==> src/rtl/muldiv_pkg.sv <==
// muldiv_pkg: shared types and helpers for the iterative RV32M multiply/divide unit.
//   op_t    : M-extension funct3 encodings
//   state_t : controller states
//   is_div / is_rem / is_signed_a / is_signed_b : per-op decode helpers
package muldiv_pkg;

    typedef enum logic [2:0] {
        OP_MUL    = 3'b000,
        OP_MULH   = 3'b001,
        OP_MULHSU = 3'b010,
        OP_MULHU  = 3'b011,
        OP_DIV    = 3'b100,
        OP_DIVU   = 3'b101,
        OP_REM    = 3'b110,
        OP_REMU   = 3'b111
    } op_t;

    typedef enum logic [1:0] {
        S_IDLE,
        S_CALC,
        S_FIX,
        S_DONE
    } state_t;

    function automatic logic is_div(input op_t op);
        return op inside {OP_DIV, OP_DIVU, OP_REM, OP_REMU};
    endfunction

    function automatic logic is_rem(input op_t op);
        return op inside {OP_REM, OP_REMU};
    endfunction

    // MUL is treated as unsigned: its low half is identical for any signedness.
    function automatic logic is_signed_a(input op_t op);
        return op inside {OP_MULH, OP_MULHSU, OP_DIV, OP_REM};
    endfunction

    function automatic logic is_signed_b(input op_t op);
        return op inside {OP_MULH, OP_DIV, OP_REM};
    endfunction

endpackage

==> src/rtl/muldiv_if.sv <==
// muldiv_if: request/response handshake bundle between the core and muldiv_unit.
//   in_valid/in_ready/op/a/b : request channel
//   kill                     : abort of the in-flight op
//   out_valid/out_ready/result : response channel
//   busy                     : unit not idle
//   master = core side, slave = unit side
interface muldiv_if #(
    parameter int XLEN = 32
);
    logic            in_valid;
    logic            in_ready;
    logic [2:0]      op;
    logic [XLEN-1:0] a;
    logic [XLEN-1:0] b;
    logic            kill;
    logic            out_valid;
    logic            out_ready;
    logic [XLEN-1:0] result;
    logic            busy;

    modport master (
        output in_valid, op, a, b, kill, out_ready,
        input  in_ready, out_valid, result, busy
    );

    modport slave (
        input  in_valid, op, a, b, kill, out_ready,
        output in_ready, out_valid, result, busy
    );
endinterface

==> src/rtl/muldiv_sign_fix.sv <==
// muldiv_sign_fix: conditional two's-complement negate.
//   neg  : negate when 1, pass through when 0
//   din  : W-bit input
//   dout : W-bit output
module muldiv_sign_fix #(
    parameter int W = 32
) (
    input  logic         neg,
    input  logic [W-1:0] din,
    output logic [W-1:0] dout
);
    assign dout = neg ? (~din + W'(1)) : din;
endmodule

==> src/rtl/muldiv_unit.sv <==
// muldiv_unit: iterative RV32M multiply/divide unit (all eight M-extension ops).
//   clk     : clock, rising edge
//   reset_n : asynchronous active-low reset
//   bus     : muldiv_if.slave (request, response, kill, busy)
// Optional build macro MULDIV_FAST_MUL_EN: multiplies use a single-cycle
// (XLEN+1)x(XLEN+1) signed product in FIX and skip CALC; divide unchanged.
//
//   state  | meaning
//   -------+---------------------------------------------------------------
//   IDLE   | waiting for a request, in_ready=1
//   CALC   | XLEN shift-add (mul) or restoring-subtract (div) iterations
//   FIX    | sign correction and result half / quotient / remainder select
//   DONE   | out_valid=1, result held until out_ready
module muldiv_unit
    import muldiv_pkg::*;
#(
    parameter int XLEN = 32
) (
    input  logic     clk,
    input  logic     reset_n,
    muldiv_if.slave  bus
);
    localparam int CW = $clog2(XLEN) + 1;

    state_t              state;
    op_t                 op_q;
    logic [CW-1:0]       cnt;
    logic [2*XLEN-1:0]   acc;      // mul: {hi, lo/multiplier}; div: {remainder, quotient}
    logic [XLEN-1:0]     mb;       // multiplicand / divisor magnitude
    logic                neg_q;    // product or quotient sign
    logic                neg_r;    // remainder sign
    logic [XLEN-1:0]     result_q;
    logic                in_ready_q;
    logic                out_valid_q;
    logic                busy_q;

    op_t                 op_in;
    logic                neg_a_in;
    logic                neg_b_in;
    logic [XLEN-1:0]     mag_a;
    logic [XLEN-1:0]     mag_b;
    logic                div0;
    logic                ovf;
    logic [XLEN-1:0]     special_res;

    assign op_in    = op_t'(bus.op);
    assign neg_a_in = is_signed_a(op_in) & bus.a[XLEN-1];
    assign neg_b_in = is_signed_b(op_in) & bus.b[XLEN-1];
    assign div0     = is_div(op_in) && (bus.b == '0);
    assign ovf      = (op_in == OP_DIV || op_in == OP_REM)
                      && (bus.a == {1'b1, {(XLEN-1){1'b0}}})
                      && (bus.b == '1);

    muldiv_sign_fix #(.W(XLEN)) u_fix_a (.neg(neg_a_in), .din(bus.a), .dout(mag_a));
    muldiv_sign_fix #(.W(XLEN)) u_fix_b (.neg(neg_b_in), .din(bus.b), .dout(mag_b));

    always_comb begin
        special_res = '0;
        if (div0)
            special_res = is_rem(op_in) ? bus.a : '1;
        else
            special_res = is_rem(op_in) ? '0 : bus.a;
    end

    // One iteration of each algorithm.
    logic [XLEN-1:0]   mul_add;
    logic [XLEN:0]     mul_sum;
    logic [2*XLEN-1:0] mul_next;
    logic [XLEN:0]     rem_sh;
    logic [XLEN-1:0]   div_sub;
    logic [2*XLEN-1:0] div_next;

    always_comb begin
        mul_add  = acc[0] ? mb : '0;
        mul_sum  = {1'b0, acc[2*XLEN-1:XLEN]} + {1'b0, mul_add};
        mul_next = {mul_sum, acc[XLEN-1:1]};
        // Shifted partial remainder needs XLEN+1 bits when the divisor's MSB is set.
        rem_sh   = acc[2*XLEN-1:XLEN-1];
        div_sub  = rem_sh[XLEN-1:0] - mb;
        if (rem_sh >= {1'b0, mb})
            div_next = {div_sub, acc[XLEN-2:0], 1'b1};
        else
            div_next = {acc[2*XLEN-2:0], 1'b0};
    end

    // Negating the whole {rem, quo} pair gives -quo in the low half, so one
    // wide instance serves both the product and the quotient.
    logic [2*XLEN-1:0] wide_fix;
    logic [XLEN-1:0]   rem_fix;
    logic [XLEN-1:0]   fix_res;

    muldiv_sign_fix #(.W(2*XLEN)) u_fix_wide (.neg(neg_q), .din(acc), .dout(wide_fix));
    muldiv_sign_fix #(.W(XLEN))   u_fix_rem  (.neg(neg_r), .din(acc[2*XLEN-1:XLEN]), .dout(rem_fix));

`ifdef MULDIV_FAST_MUL_EN
    logic [XLEN:0]     fa;
    logic [XLEN:0]     fb;
    logic [2*XLEN-1:0] fprod;
    always_comb begin
        fa    = {is_signed_a(op_q) & acc[XLEN-1], acc[XLEN-1:0]};
        fb    = {is_signed_b(op_q) & mb[XLEN-1], mb};
        fprod = {{(XLEN-1){fa[XLEN]}}, fa} * {{(XLEN-1){fb[XLEN]}}, fb};
    end
`endif

    always_comb begin
        fix_res = '0;
        case (op_q)
            OP_MUL, OP_DIV, OP_DIVU:     fix_res = wide_fix[XLEN-1:0];
            OP_MULH, OP_MULHSU, OP_MULHU: fix_res = wide_fix[2*XLEN-1:XLEN];
            OP_REM, OP_REMU:             fix_res = rem_fix;
            default:                     fix_res = '0;
        endcase
`ifdef MULDIV_FAST_MUL_EN
        if (!is_div(op_q))
            fix_res = (op_q == OP_MUL) ? fprod[XLEN-1:0] : fprod[2*XLEN-1:XLEN];
`endif
    end

    always_ff @(posedge clk or negedge reset_n) begin
        if (!reset_n) begin
            state       <= S_IDLE;
            op_q        <= OP_MUL;
            cnt         <= '0;
            acc         <= '0;
            mb          <= '0;
            neg_q       <= 1'b0;
            neg_r       <= 1'b0;
            result_q    <= '0;
            in_ready_q  <= 1'b1;
            out_valid_q <= 1'b0;
            busy_q      <= 1'b0;
        end else if (bus.kill && state != S_IDLE) begin
            state       <= S_IDLE;
            cnt         <= '0;
            in_ready_q  <= 1'b1;
            out_valid_q <= 1'b0;
            busy_q      <= 1'b0;
        end else begin
            case (state)
                S_IDLE: begin
                    if (bus.in_valid && !bus.kill) begin
                        op_q       <= op_in;
                        neg_q      <= neg_a_in ^ neg_b_in;
                        neg_r      <= neg_a_in;
                        cnt        <= '0;
                        in_ready_q <= 1'b0;
                        busy_q     <= 1'b1;
                        if (div0 || ovf) begin
                            result_q    <= special_res;
                            out_valid_q <= 1'b1;
                            state       <= S_DONE;
                        end else begin
                            acc   <= {{XLEN{1'b0}}, mag_a};
                            mb    <= mag_b;
                            state <= S_CALC;
`ifdef MULDIV_FAST_MUL_EN
                            if (!is_div(op_in)) begin
                                acc   <= {{XLEN{1'b0}}, bus.a};
                                mb    <= bus.b;
                                state <= S_FIX;
                            end
`endif
                        end
                    end
                end
                S_CALC: begin
                    acc <= is_div(op_q) ? div_next : mul_next;
                    if (cnt == CW'(XLEN - 1)) begin
                        cnt   <= '0;
                        state <= S_FIX;
                    end else begin
                        cnt <= cnt + CW'(1);
                    end
                end
                S_FIX: begin
                    result_q    <= fix_res;
                    out_valid_q <= 1'b1;
                    state       <= S_DONE;
                end
                S_DONE: begin
                    if (bus.out_ready) begin
                        out_valid_q <= 1'b0;
                        in_ready_q  <= 1'b1;
                        busy_q      <= 1'b0;
                        state       <= S_IDLE;
                    end
                end
                default: state <= S_IDLE;
            endcase
        end
    end

    assign bus.in_ready  = in_ready_q;
    assign bus.out_valid = out_valid_q;
    assign bus.result    = result_q;
    assign bus.busy      = busy_q;

endmodule

==> src/flat_wrapper.sv <==
// flat-port wrapper written by rule: the top's interface ports become plain ports
module muldiv_unit_flat import muldiv_pkg::*;
#(
    parameter int XLEN = 32
)
  (clk, reset_n, bus_in_valid, bus_op, bus_a, bus_b, bus_kill, bus_out_ready, bus_in_ready, bus_out_valid, bus_result, bus_busy);
  muldiv_if #(.XLEN(XLEN)) bus_i ();
  input  logic clk;
  input  logic reset_n;
  input wire logic [$bits(bus_i.in_valid)-1:0] bus_in_valid;
  input wire logic [$bits(bus_i.op)-1:0] bus_op;
  input wire logic [$bits(bus_i.a)-1:0] bus_a;
  input wire logic [$bits(bus_i.b)-1:0] bus_b;
  input wire logic [$bits(bus_i.kill)-1:0] bus_kill;
  input wire logic [$bits(bus_i.out_ready)-1:0] bus_out_ready;
  output wire logic [$bits(bus_i.in_ready)-1:0] bus_in_ready;
  output wire logic [$bits(bus_i.out_valid)-1:0] bus_out_valid;
  output wire logic [$bits(bus_i.result)-1:0] bus_result;
  output wire logic [$bits(bus_i.busy)-1:0] bus_busy;
  assign bus_i.in_valid = bus_in_valid;
  assign bus_i.op = bus_op;
  assign bus_i.a = bus_a;
  assign bus_i.b = bus_b;
  assign bus_i.kill = bus_kill;
  assign bus_i.out_ready = bus_out_ready;
  assign bus_in_ready = bus_i.in_ready;
  assign bus_out_valid = bus_i.out_valid;
  assign bus_result = bus_i.result;
  assign bus_busy = bus_i.busy;
  muldiv_unit #(.XLEN(XLEN)) u_core (.clk(clk), .reset_n(reset_n), .bus(bus_i));
endmodule
==> config.mk <==
export PLATFORM = sky130hd
export DESIGN_NAME = muldiv_unit_flat
export DESIGN_NICKNAME = d
export VERILOG_FILES = /design/src/rtl/muldiv_pkg.sv /design/src/rtl/muldiv_if.sv /design/src/rtl/muldiv_sign_fix.sv /design/src/rtl/muldiv_unit.sv /design/src/flat_wrapper.sv
export SDC_FILE = /design/constraint.sdc
export NUM_CORES = 1
export LEC_CHECK = 0
export CORE_UTILIZATION = 45
export CTS_CLUSTER_DIAMETER = 40
export DETAILED_ROUTE_END_ITERATION = 8
export GPL_TIMING_DRIVEN = 0
export PLACE_DENSITY = 0.63
export SLEW_MARGIN = 15
export SYNTH_ARGS = -nofsm -noshare
export SYNTH_HDL_FRONTEND = slang
export SYNTH_SLANG_ARGS = --single-unit
==> constraint.sdc <==
create_clock -name clk -period 3 [get_ports clk]
set_input_delay 0.3 -clock clk [delete_from_list [all_inputs] [get_ports clk]]
set_output_delay 0.3 -clock clk [all_outputs]
set_load 0.02 [all_outputs]
Word level (Yosys, flattened, before mapping)
Index checks and enable logic that the tools add are counted.

Order comparisons: 1. Muxes and demuxes: 39. Bitwise operators: 9. Equality and inequality tests: 26. Shift-type cells: 0. $mul: 0. Reduce and logical (&&, ||, !) cells: 33. Div/mod/pow operators: 0. Add/subtract/negate cells: 7.

Operators by type and width (number): 64-bit two-way mux (5); 32-bit two-way mux (9); 64-bit one-hot mux with 2 select lines (1); 32-bit by 1-bit adder with 32-bit output (second input constant) (3); 32-bit NOT (3); 32-bit one-hot mux with 3 select lines (1); 64-bit by 1-bit adder with 64-bit output (second input constant) (1); 32-bit == test (second input constant) (2); 64-bit NOT (1); 32-bit one-hot mux with 2 select lines (1); 32-bit by 32-bit adder with 33-bit output (1); 33-bit by 32-bit greater-or-equal comparator with 1-bit output (1); 32-bit zero test (1); 32-bit subtractor (1); 3-bit == test (second input constant) (8); 6-bit two-way mux (3); 4-bit AND reduction (4); 4-bit nonzero test (4); 6-bit one-hot mux with 2 select lines (1); 2-bit two-way mux (5); 3-bit by 2-bit == test with 1-bit output (second input constant) (3); 1-bit two-way mux (9); 3-bit by 1-bit inequality test with 1-bit output (second input constant) (3); 3-bit AND reduction (3); other kinds (24) (41).

Register bits after elaboration: 144. Logic and storage cells: 126. Memory bits (read-only): 0. Bits in latches: 0. RAM bits: 0. Memories: 0. Input bits: 72.

Logic depth before layout (Yosys ltp)
Gate-level depths: netlist (run 1).

Word-level depth: 9. Depth in mapped cells: 14. Depth with buffers taken out: 13.

Modules after synthesis
Synthesis (run 1) repeated with hierarchy kept, for this count alone.

Cell total of the unflattened synthesis: 1870. Area, all modules: 15264.6 um^2.

Modules (own cells, without submodules): muldiv_unit (instances 1, area each 11284.6 um^2, cells an instance 1367, sequential area each 3604.7 um^2); muldiv_sign_fix at u_core.u_fix_a ... (instances 3, area each 777.0 um^2, cells an instance 99, sequential area each 0.0 um^2); muldiv_sign_fix at u_core.u_fix_wide (instances 1, area each 1649.1 um^2, cells an instance 206, sequential area each 0.0 um^2).

Least setup slack after synthesis (run 1)
Ideal clock, no wire load.

Kind: register -> register. Start: register u_core.acc[0]. End: register u_core.acc[57]. Arrival: 3.049 ns. Path slack: -0.173 ns. Setup time: 0.124 ns. Cell stages (with the launch flop): 14. Data required time: 2.876 ns. Path buffers: 1. Clock period less this slack: 3.173 ns. Cell sequence: dfrtp_1 > inv_1 > buf_1 > nor2_1 > ha_1 > a21oi_1 > o21ai_0 > or4b_2 > a31oi_1 > nor2_1 > o2111ai_1 > a211o_1 > nand3_1 > a211o_1.

Word-level cells in the longest chain between the ends: 4.

Ends and longest elaborated chain: from (decl) (line muldiv_unit.sv:28) `logic [2*XLEN-1:0] acc;`; from (signal assigned) (line muldiv_unit.sv:154) `acc <= {{XLEN{1'b0}}, mag_a};`; from (signal assigned) (line muldiv_unit.sv:168) `acc <= is_div(op_q) ? div_next : mul_next;`; 32-bit two-way mux (line muldiv_unit.sv:74) `mul_add = acc[0] ? mb : '0;`; 32-bit by 32-bit adder with 33-bit output (line muldiv_unit.sv:75) `mul_sum = {1'b0, acc[2*XLEN-1:XLEN]} + {1'b0, mul_add};`; 64-bit two-way mux (line muldiv_unit.sv:168); 64-bit one-hot mux with 2 select lines (line muldiv_unit.sv:140) `case (state)`.

No other way between the ends. A chain may end at the register's enable or synchronous reset.

Worst setup path after layout (run 1)
Start: register u_core.acc[39]. End: register u_core.result_q[29] (netlist: u_core.bus.result[29]).

Word-level cells in the longest chain between the ends: 5. Elaborated cells on any way between the ends: 8. Classes of those cells: add/sub (2); mux (4); bitwise (2).

Ends and longest elaborated chain: 64-bit NOT or 32-bit NOT (tied branches) (line muldiv_sign_fix.sv:12) `assign dout = neg ? (~din + W'(1)) : din;`; 64-bit by 1-bit adder with 64-bit output or 32-bit by 1-bit adder with 32-bit output (tied branches) (line muldiv_sign_fix.sv:12); 64-bit two-way mux or 32-bit two-way mux (tied branches) (line muldiv_sign_fix.sv:12); 32-bit one-hot mux with 3 select lines (*) (line muldiv_unit.sv:108) `case (op_q)`; 32-bit one-hot mux with 2 select lines (*) (line muldiv_unit.sv:140); to (signal assigned) (line muldiv_unit.sv:150) `result_q <= special_res;`; to (signal assigned) (line muldiv_unit.sv:177) `result_q <= fix_res;`; to (decl) (line muldiv_unit.sv:32) `logic [XLEN-1:0] result_q;`.

Every way passes the cells marked *; elsewhere a longest branch is shown, timed or not.

==> results_dict.tcl, run 1 <==
set metrics [dict create \
    power_density_mw_per_mm2 1160 \
    maxCapViolations 0 \
    clkTransAtPathRegs_ns 0.07 \
    drive_gt1_frac 0.227 \
    wire_per_inst_microns 23.9 \
    failed_checks "setup timing" \
    routabilityCongestion 1.01 \
    period_share 1.08 \
    finClkSkew_ns 0.0103 \
    start_util 0.461 \
    required_ns 3.32 \
    final_antenna_net_count 0 \
    htree_levels 4 \
    async_flop_share 1.00 \
    io_buffers 106 \
    clockBufferDepth 2 \
    crit_path_end_kind "flip-flop" \
    arrival_ns 3.57 \
    netlist_area_sq_mm 0.0146 \
    die-width_microns 182 \
    min_from "bus_b[0]" \
    ys_seq_elements 144 \
    via_per_inst 6.37 \
    crit_type "reg -> reg" \
    wl_mm 61.4 \
    ys_warn_count 0 \
    numCtsBuffers 17 \
    syn_inst 1931 \
    crit_chain "clkbuf_8 -> nor3_4 -> or3b_4 -> or4b_4 -> buf_6 -> nor2_4 -> nor2_2 -> a221o_1 -> a222oi_1 -> a221oi_1" \
    cts_sinks 144 \
    worst-path-max-fanout 7 \
    cts_root_buffer "clkbuf_16" \
    die_h_microns 182 \
    path_buf_inv 2 \
    grt_usage 0.366 \
    hold-path-cell-count 3 \
    grt_pass1_vias 15700 \
    drtPass1Iterations 6 \
    rr_startpoint "u_core.acc[39]" \
    dp_hpwl_mm 46.0 \
    drt_iter0_drc 1462 \
    synthesis.nets 2080 \
    setup_slack_ns -0.249 \
    min_period_ns 3.25 \
    pre_cts_ws_ns -1.63 \
    ys_types 89 \
    syn_to_final_growth_pct 33.9 \
    rr_endpoint "u_core.bus.result[29]" \
    overflow 0 \
    synthFlopType "dfrtp_1" \
    worstSetupStartpoint "u_core.acc[39]" \
    max_slew_margin 0.226 \
    final_net_count 2304 \
    cts_tree "done" \
    slowest_delay_ns 0.59 \
    synth-edff-count 0 \
    grt_max_degree 77 \
    ff2ff_setup_slack_ns -0.25 \
    crit_family "simple AND/OR/NAND/NOR gates" \
    r2r_cells 10 \
    grt_pass1_wl_mm 92.5 \
    cp-start-kind "flip-flop" \
    core_area_sq_mm 0.0317 \
    drv_slew 0 \
    max_slew.worst_pin.slew_ns 1.16 \
    slowest_stage "or4b_4" \
    clock_latency_ns 0.46 \
    ios 107 \
    rsz0062_at_grt "yes" \
    status "finished with violations" \
    rows 65 \
    grt_antenna_before_repair 0 \
    power.leakage_nw 8.06 \
    setup_viol_count_final 29 \
    drc 0 \
    vias 16400 \
    dieArea_sq_mm 0.0332 \
    min_path_type "in -> reg" \
    avgSynthCellArea_sq_um 7.57 \
    synth_seq_area_share 0.247 \
    diodes 0 \
    ir_drop_mv 0.582 \
    max_freq_mhz 308 \
    hold_violations 0 \
    min_to "u_core.mb[0]" \
    whs_ns 0.263 \
]
[power by group]
group | switching [mW] | internal, mW | total (mW)
logic | 10.1 | 6.64 | 16.7
registers | 0.825 | 2.78 | 3.60
clock network | 0.968 | 1.33 | 2.30
total | 11.9 | 10.7 | 22.6
[per-layer routing]
layer	GRT usage	routed length (microns)	up-vias
met3	0.0569	4400	207
met5	0	0	-
met1	0.444	24100	7932
li1	-	-	7451
met2	0.615	29100	788
met4	0.215	3860	0
[kinds of logic (layout without fill, tap and decap cells)]
| family | Yosys count | after routing | share of synthesized area |
|---|---|---|---|
| compound gates | 637 | 637 | 0.274 |
| buf+inv | 211 | 448 | 0.0593 |
| flops | 144 | 144 | 0.247 |
| fa+ha+maj | 77 | 77 | 0.0670 |
| xor+xnor | 181 | 181 | 0.109 |
| mux | 47 | 47 | 0.0326 |
| simple gates | 634 | 634 | 0.211 |
[synth_stat cells, types with 5 or more instances]
cell,count,area (sq um)
nor2b_1,9,56.3
mux2_2,5,56.3
ha_1,75,938
o21bai_1,13,97.6
buf_6,7,78.8
a31oi_1,16,100
a211oi_1,10,75.1
a21o_1,23,173
o41ai_1,11,96.3
or3_1,18,113
a21oi_1,189,946
nand2_1,213,800
mux2i_1,42,420
nor3b_1,5,37.5
o221ai_1,22,193
a221o_1,6,60.1
buf_2,18,90.1
inv_1,78,293
a22oi_1,20,150
xnor2_1,102,893
o31ai_2,5,62.6
nor4_1,20,125
dfrtp_1,143,3580
a32o_1,5,50.1
and2_1,9,56.3
or4_1,11,82.6
nor3_1,37,185
nand3_1,36,180
or4_4,6,67.6
nor2_1,171,642
or2_2,13,81.3
clkbuf_1,96,360
a2111oi_0,5,43.8
o31ai_1,44,330
o211ai_1,9,67.6
nand4_1,26,163
and3_1,14,87.6
o21ai_0,188,941
a22o_1,5,43.8
xor2_1,79,692
a221oi_1,10,87.6
o21a_1,10,75.1
nand2b_1,16,100
buf_1,12,45.0
[repair_timing]
item | CTS | global route
gates cloned | 1 | 1
endpoints found under the setup margin | 129 | 122
pin swaps | 81 | 129
setup buffers | 66 | 40
endpoints found under the hold margin | 67 | 0
gates resized for setup | 265 | 235
hold buffers | 1 | 0
[worst max-delay path by stage]
stage / endpoint / depth (start not counted)
after floorplan: u_core.acc[57] / 13
after global placement: u_core.cnt[2] / 1
after detailed placement: u_core.acc[25] / 13
after CTS: u_core.bus.result[29] / 11
after global routing: u_core.bus.result[29] / 10
final: u_core.bus.result[29] / 10
[per-stage QoR]
stage                util  TNS [ns]  area, sq um  total power, mW  std cells
floorplan               -   -0.0566        14600             12.4       1931
global placement    0.510   -822.69        16200             16.5       2439
detailed placement  0.511   -169.92        16200             16.6       2440
CTS                 0.578     -1.53        18300             20.7       2536
global route        0.617     -5.79        19600             24.0       2570
finish              0.617     -3.21        19600             22.6       2570
[cell type report]
type,count,area [sq um]
buffer,125,781
clock buffer,19,443
clock inverter,13,161
fill,2866,12100
inverter,78,300
multi-input combinational,1576,11800
sequential,144,3620
tap,402,503
timing repair buffer,213,2010
[worst min-delay path, stage by stage]
cell and delay [ns]:
dlymetal6s2s_1 0.18, inv_1 0.10, o21ai_0 0.09
[flip-flops by register name (all words and copies together) (netlist names)]
name                  flops
u_core.neg_r              1
u_core.bus.in_ready       1
u_core.cnt                6
u_core.bus.result        32
u_core.op_q               3
u_core.bus.busy           1
u_core.bus.out_valid      1
u_core.state              2
u_core.mb                32
u_core.acc               64
u_core.neg_q              1
[layout by cell type (no fill, tap or decap), types with 55 or more instances in the layout]
cell,instances
nand2_1,202
o21ai_0,156
a21oi_1,155
nor2_1,153
dfrtp_1,129
buf_4,100
xnor2_1,94
clkdlybuf4s50_1,89
xor2_1,78
inv_1,70
clkbuf_1,55
Power figures use the tool's default switching activity.
==> run 2, diff against run 1 <==
- DONT_BUFFER_PORTS: default -> 1
- PLACE_DENSITY: 0.63 -> 0.59
- SKIP_LAST_GASP: default -> 1
- SLEW_MARGIN: 15 -> 30
==> run 2 against run 1 <==
- the flow finishes with violations (hold timing, setup timing)
- sequential share of layout area is 1.4 points higher
- critical path depth is 1 higher
- power is 3.5% lower
- clock skew is 0.0027 ns lower
- via count is 3.3% lower
- first-iteration DRC count is 5.9% higher
- die area stayed put
- global-route usage is 1.3 points lower
- fmax is 4.9% lower
==> results_dict.tcl, run 2 (same netlist as run 1, synthesis figures left out) <==
set metrics [dict create \
    htree_levels 4 \
    setup_viol_count_final 27 \
    clockBufferDepth 2 \
    max_slew.worst_pin.slew_ns 0.988 \
    min_period_ns 3.42 \
    clock_latency_ns 0.46 \
    crit_path_end_kind "flip-flop" \
    die-width_microns 182 \
    final_net_count 2216 \
    num-fill-cells 2915 \
    whs_ns -0.468 \
    rows 65 \
    drt_iter0_drc 1548 \
    regMostFlops "u_core.acc" \
    grt_max_degree 145 \
    crit_type "reg -> reg" \
    core_area_sq_mm 0.0317 \
    period_share 1.14 \
    worstSetupStartpoint "u_core.acc[34]" \
    ios 107 \
    dp.cells 2333 \
    final_antenna_net_count 0 \
    worst-path-max-fanout 4 \
    maxCapViolations 0 \
    ir_drop_mv 0.592 \
    cts_sinks 144 \
    postCtsHoldBufs 4 \
    grt_pass1_vias 14700 \
    cp-start-kind "flip-flop" \
    drv_slew 0 \
    start_util 0.461 \
    grt_antenna_before_repair 1 \
    power_mw 21.8 \
    finalSetupTns_ns -3.49 \
    routabilityCongestion 0.986 \
    dieArea_sq_mm 0.0332 \
    pre_cts_ws_ns -1.26 \
    wl_mm 59.4 \
    drtPass1Iterations 7 \
    io_buffers 0 \
    syn_to_final_growth_pct 24.5 \
    diodes 0 \
    instances_no_fill 2481 \
    power_density_mw_per_mm2 1200 \
    wire_per_inst_microns 23.9 \
    rsz0062_at_grt "yes" \
    setup_slack_ns -0.418 \
    cts_tree "done" \
    status "finished with violations" \
    dp_hpwl_mm 43.7 \
    die_h_microns 182 \
    final_cell_mix "nand2_1, nor2_1, o21ai_0" \
    grt_util_met2 0.516 \
    rr_startpoint "u_core.acc[34]" \
    drive_gt1_frac 0.211 \
    max_slew_margin 0.341 \
    max_freq_mhz 293 \
    largest_reg_flops 64 \
    hold_violations 144 \
    power.leakage_nw 7.46 \
    via_per_inst 6.38 \
    grt_pass1_wl_mm 88.9 \
    finClkSkew_ns 0.00759 \
    min_path_type "in -> async" \
    required_ns 3.30 \
    drc 0 \
    grt_busiest_layer "met2" \
    vias 15800 \
    cts_root_buffer "clkbuf_16" \
    numCtsBuffers 17 \
    failed_checks "hold timing, setup timing" \
    arrival_ns 3.72 \
    grt_use_met1 0.508 \
    clkTransAtPathRegs_ns 0.07 \
    final_common_cell "nand2_1" \
    grt_usage 0.353 \
    grt_use_met3 0.0708 \
    overflow 0 \
]
-- run 2: what timing repair did --
item	4_1_cts	5_1_grt
hold endpoints to repair	148	144
pin swaps	71	108
gates cloned	0	1
resized for setup	190	179
setup endpoints to repair	127	127
buffers inserted	78	43
-- run 2: critical path, cell delays in order, from the launching register on --
cell,delay (ns)
dfrtp_1,0.40
buf_6,0.14
nor3_4,0.21
nand3_2,0.12
or3b_4,0.42
or4b_4,0.54
buf_8,0.15
buf_4,0.14
o21ai_2,0.18
o21ai_0,0.11
a222oi_1,0.68
a221oi_1,0.16
-- run 2: layout make-up --
class	count	area [sq um]	area share
buffer	128	702	0.0386
clock buffer	20	447	0.0246
clock inverter	11	140	0.00770
inverter	78	298	0.0164
multi-input combinational	1576	11500	0.630
sequential	144	3620	0.199
tap	402	503	0.0276
timing repair buffer	122	1030	0.0565
-- run 2: report_power, final --
group	switching, mW	internal [mW]	total (mW)
sequential	1.09	2.77	3.86
combinational	9.44	6.27	15.7
clock	0.939	1.32	2.26
total	11.5	10.4	21.8
-- run 2: path summary, 6_finish.rpt --
check	end	slack, ns	depth (start not counted)
min	u_core.mb[27]	-0.47	0
max reg2reg	u_core.bus.result[29]	-0.42	11
min reg2reg	u_core.mb[29]	0.49	2
max	u_core.bus.result[29]	-0.42	11
min in group clk	u_core.mb[0]	0.03	2
max in group asynchronous	u_core.acc[36]	3.17	0
-- run 2: layer usage --
layer / vias up / share of wire
met5: - / 0.00022
met4: 2 / 0.036
met3: 134 / 0.089
met2: 737 / 0.43
met1: 7684 / 0.45
li1: 7278 / -
-- run 2: metrics by stage --
step / area, sq um / util
2_1_floorplan: 14600 / -
3_3_place_gp: 15100 / 0.477
3_5_place_dp: 15100 / 0.477
4_1_cts: 17100 / 0.539
5_1_grt: 18200 / 0.574
6_report: 18200 / 0.574
==> run 3, diff against run 2 <==
- GPL_ROUTABILITY_DRIVEN: default -> 0
==> run 3 against run 2 <==
- the run still ends with hold timing, setup timing left
- highest routed layer unchanged
- utilization fell by 0.39 points
- clock skew rose by 0.0051 ns
- clock-buffer cell count fell by 2
- flip-flop and latch count did not move
==> results_dict.tcl, run 3 (same netlist as run 1, synthesis figures left out) <==
set metrics [dict create \
    ir_drop_mv 0.570 \
    crit_path_end_kind "flip-flop" \
    final_cell_mix "nand2_1, nor2_1, o21ai_0" \
    ios 107 \
    failed_checks "hold timing, setup timing" \
    drive_gt1_frac 0.206 \
    crit_chain "clkbuf_4 -> nor3_2 -> or3b_4 -> or4b_4 -> buf_6 -> nor2_4 -> nor2_2 -> a221o_1 -> a222oi_1 -> a221oi_1" \
    die_h_microns 182 \
    numCtsBuffers 17 \
    start_util 0.461 \
    dieArea_sq_mm 0.0332 \
    io_buffers 0 \
    clockBufferDepth 2 \
    wl_mm 57.0 \
    grt_busiest_layer "met2" \
    power_density_mw_per_mm2 1190 \
    power_mw 21.5 \
    rows 65 \
    dp.cells 2333 \
    crit_family "simple AND/OR/NAND/NOR gates" \
    max_slew.worst_pin.slew_ns 1.02 \
    rr_startpoint "u_core.acc[39]" \
    worst-path-max-fanout 7 \
    core_area_sq_mm 0.0317 \
    htree_levels 4 \
    worstSetupStartpoint "u_core.acc[39]" \
    min_path_type "in -> async" \
    postCtsHoldBufs 4 \
    via_per_inst 6.50 \
    drc 0 \
    setup_viol_count_final 29 \
    min_period_ns 3.43 \
    grt_pass1_wl_mm 86.1 \
    grt_use_met3 0.0718 \
    path_buf_inv 2 \
    final_net_count 2180 \
    diodes 0 \
    grt_max_degree 145 \
    whs_ns -0.465 \
    syn_to_final_growth_pct 23.7 \
    hold_violations 144 \
    drt_iter0_drc 1981 \
    period_share 1.14 \
    regMostFlops "u_core.acc" \
    final_antenna_net_count 0 \
    slowest_stage "a222oi_1" \
    cts_tree "done" \
    grt_antenna_before_repair 1 \
    vias 15900 \
    max_freq_mhz 292 \
    dp_hpwl_mm 41.5 \
    finalSetupTns_ns -4.17 \
    cts_root_buffer "clkbuf_16" \
    crit_type "reg -> reg" \
    clkTransAtPathRegs_ns 0.07 \
    cp-start-kind "flip-flop" \
    grt_use_met1 0.478 \
    arrival_ns 3.73 \
    num-fill-cells 2954 \
    multi_input_area_sq_mm 0.0116 \
    die-width_microns 182 \
    grt_pass1_vias 14600 \
    instances_no_fill 2446 \
    register_area_sq_mm 0.00361 \
    drv_slew 0 \
    cts_sinks 144 \
    pre_cts_ws_ns -1.21 \
    slowest_delay_ns 0.72 \
    setup_slack_ns -0.425 \
    final_common_cell "nand2_1" \
    wire_per_inst_microns 23.3 \
    rsz0062_at_grt "yes" \
    maxCapViolations 0 \
    grt_util_met2 0.501 \
    max_slew_margin 0.322 \
    power.leakage_nw 7.32 \
    required_ns 3.30 \
    status "finished with violations" \
    drtPass1Iterations 5 \
    overflow 0 \
    finClkSkew_ns 0.0126 \
    grt_usage 0.336 \
    largest_reg_flops 64 \
    clock_latency_ns 0.47 \
]
==> run 3: cell types whose count changed in the layout (fill, tap and decap cells not counted), moves of 4 or more <==
cell,previous run,this run
nor2_2,4,9
buf_6,23,17
clkbuf_4,2,6
inv_1,75,69
inv_2,1,8
clkinv_4,0,4
buf_4,105,76
==> run 3: cell type report <==
class / count / share of cell area
inverter: 78 / 0.0165
multi-input combinational: 1576 / 0.643
buffer: 126 / 0.0373
clock inverter: 14 / 0.0100
tap: 402 / 0.0278
timing repair buffer: 88 / 0.0409
clock buffer: 18 / 0.0243
sequential: 144 / 0.200
==> run 3: final timing paths <==
check | to | slack (ns) | cells past startpoint
worst max-delay path | u_core.bus.result[29] | -0.43 | 10
worst min-delay path | u_core.mb[27] | -0.47 | 0
worst max register to register | u_core.bus.result[29] | -0.43 | 10
worst min register to register | u_core.mb[21] | 0.49 | 2
max in group asynchronous | u_core.acc[8] | 3.18 | 0
min in group clk | u_core.mb[0] | 0.03 | 2
==> run 3: through the flow <==
step | instance area (sq um) | util
global placement | 15100 | 0.477
global route | 18100 | 0.570
finish | 18100 | 0.570
floorplan | 14600 | -
detailed placement | 15100 | 0.477
CTS | 16900 | 0.534
==> run 3: routing by layer <==
metal	vias up	routed length [microns]	share of wire
met5	-	15	0.00026
met3	161	5680	0.10
met4	2	2180	0.038
li1	7192	-	-
met1	7761	24500	0.43
met2	794	24600	0.43
==> run 3: where the power goes <==
part / internal (mW) / switching (mW) / leakage (nW) / total (mW)
Combinational: 5.96 / 9.31 / 5.25 / 15.3
Sequential: 2.77 / 1.11 / 1.77 / 3.88
Clock: 1.34 / 1.00 / 0.295 / 2.35
==> run 3: what timing repair did <==
action	CTS	global route
pin swaps	75	91
endpoints found under the setup margin	127	112
hold endpoints to repair	148	144
gates resized for setup	181	190
gates cloned	0	1
buffers inserted	54	30
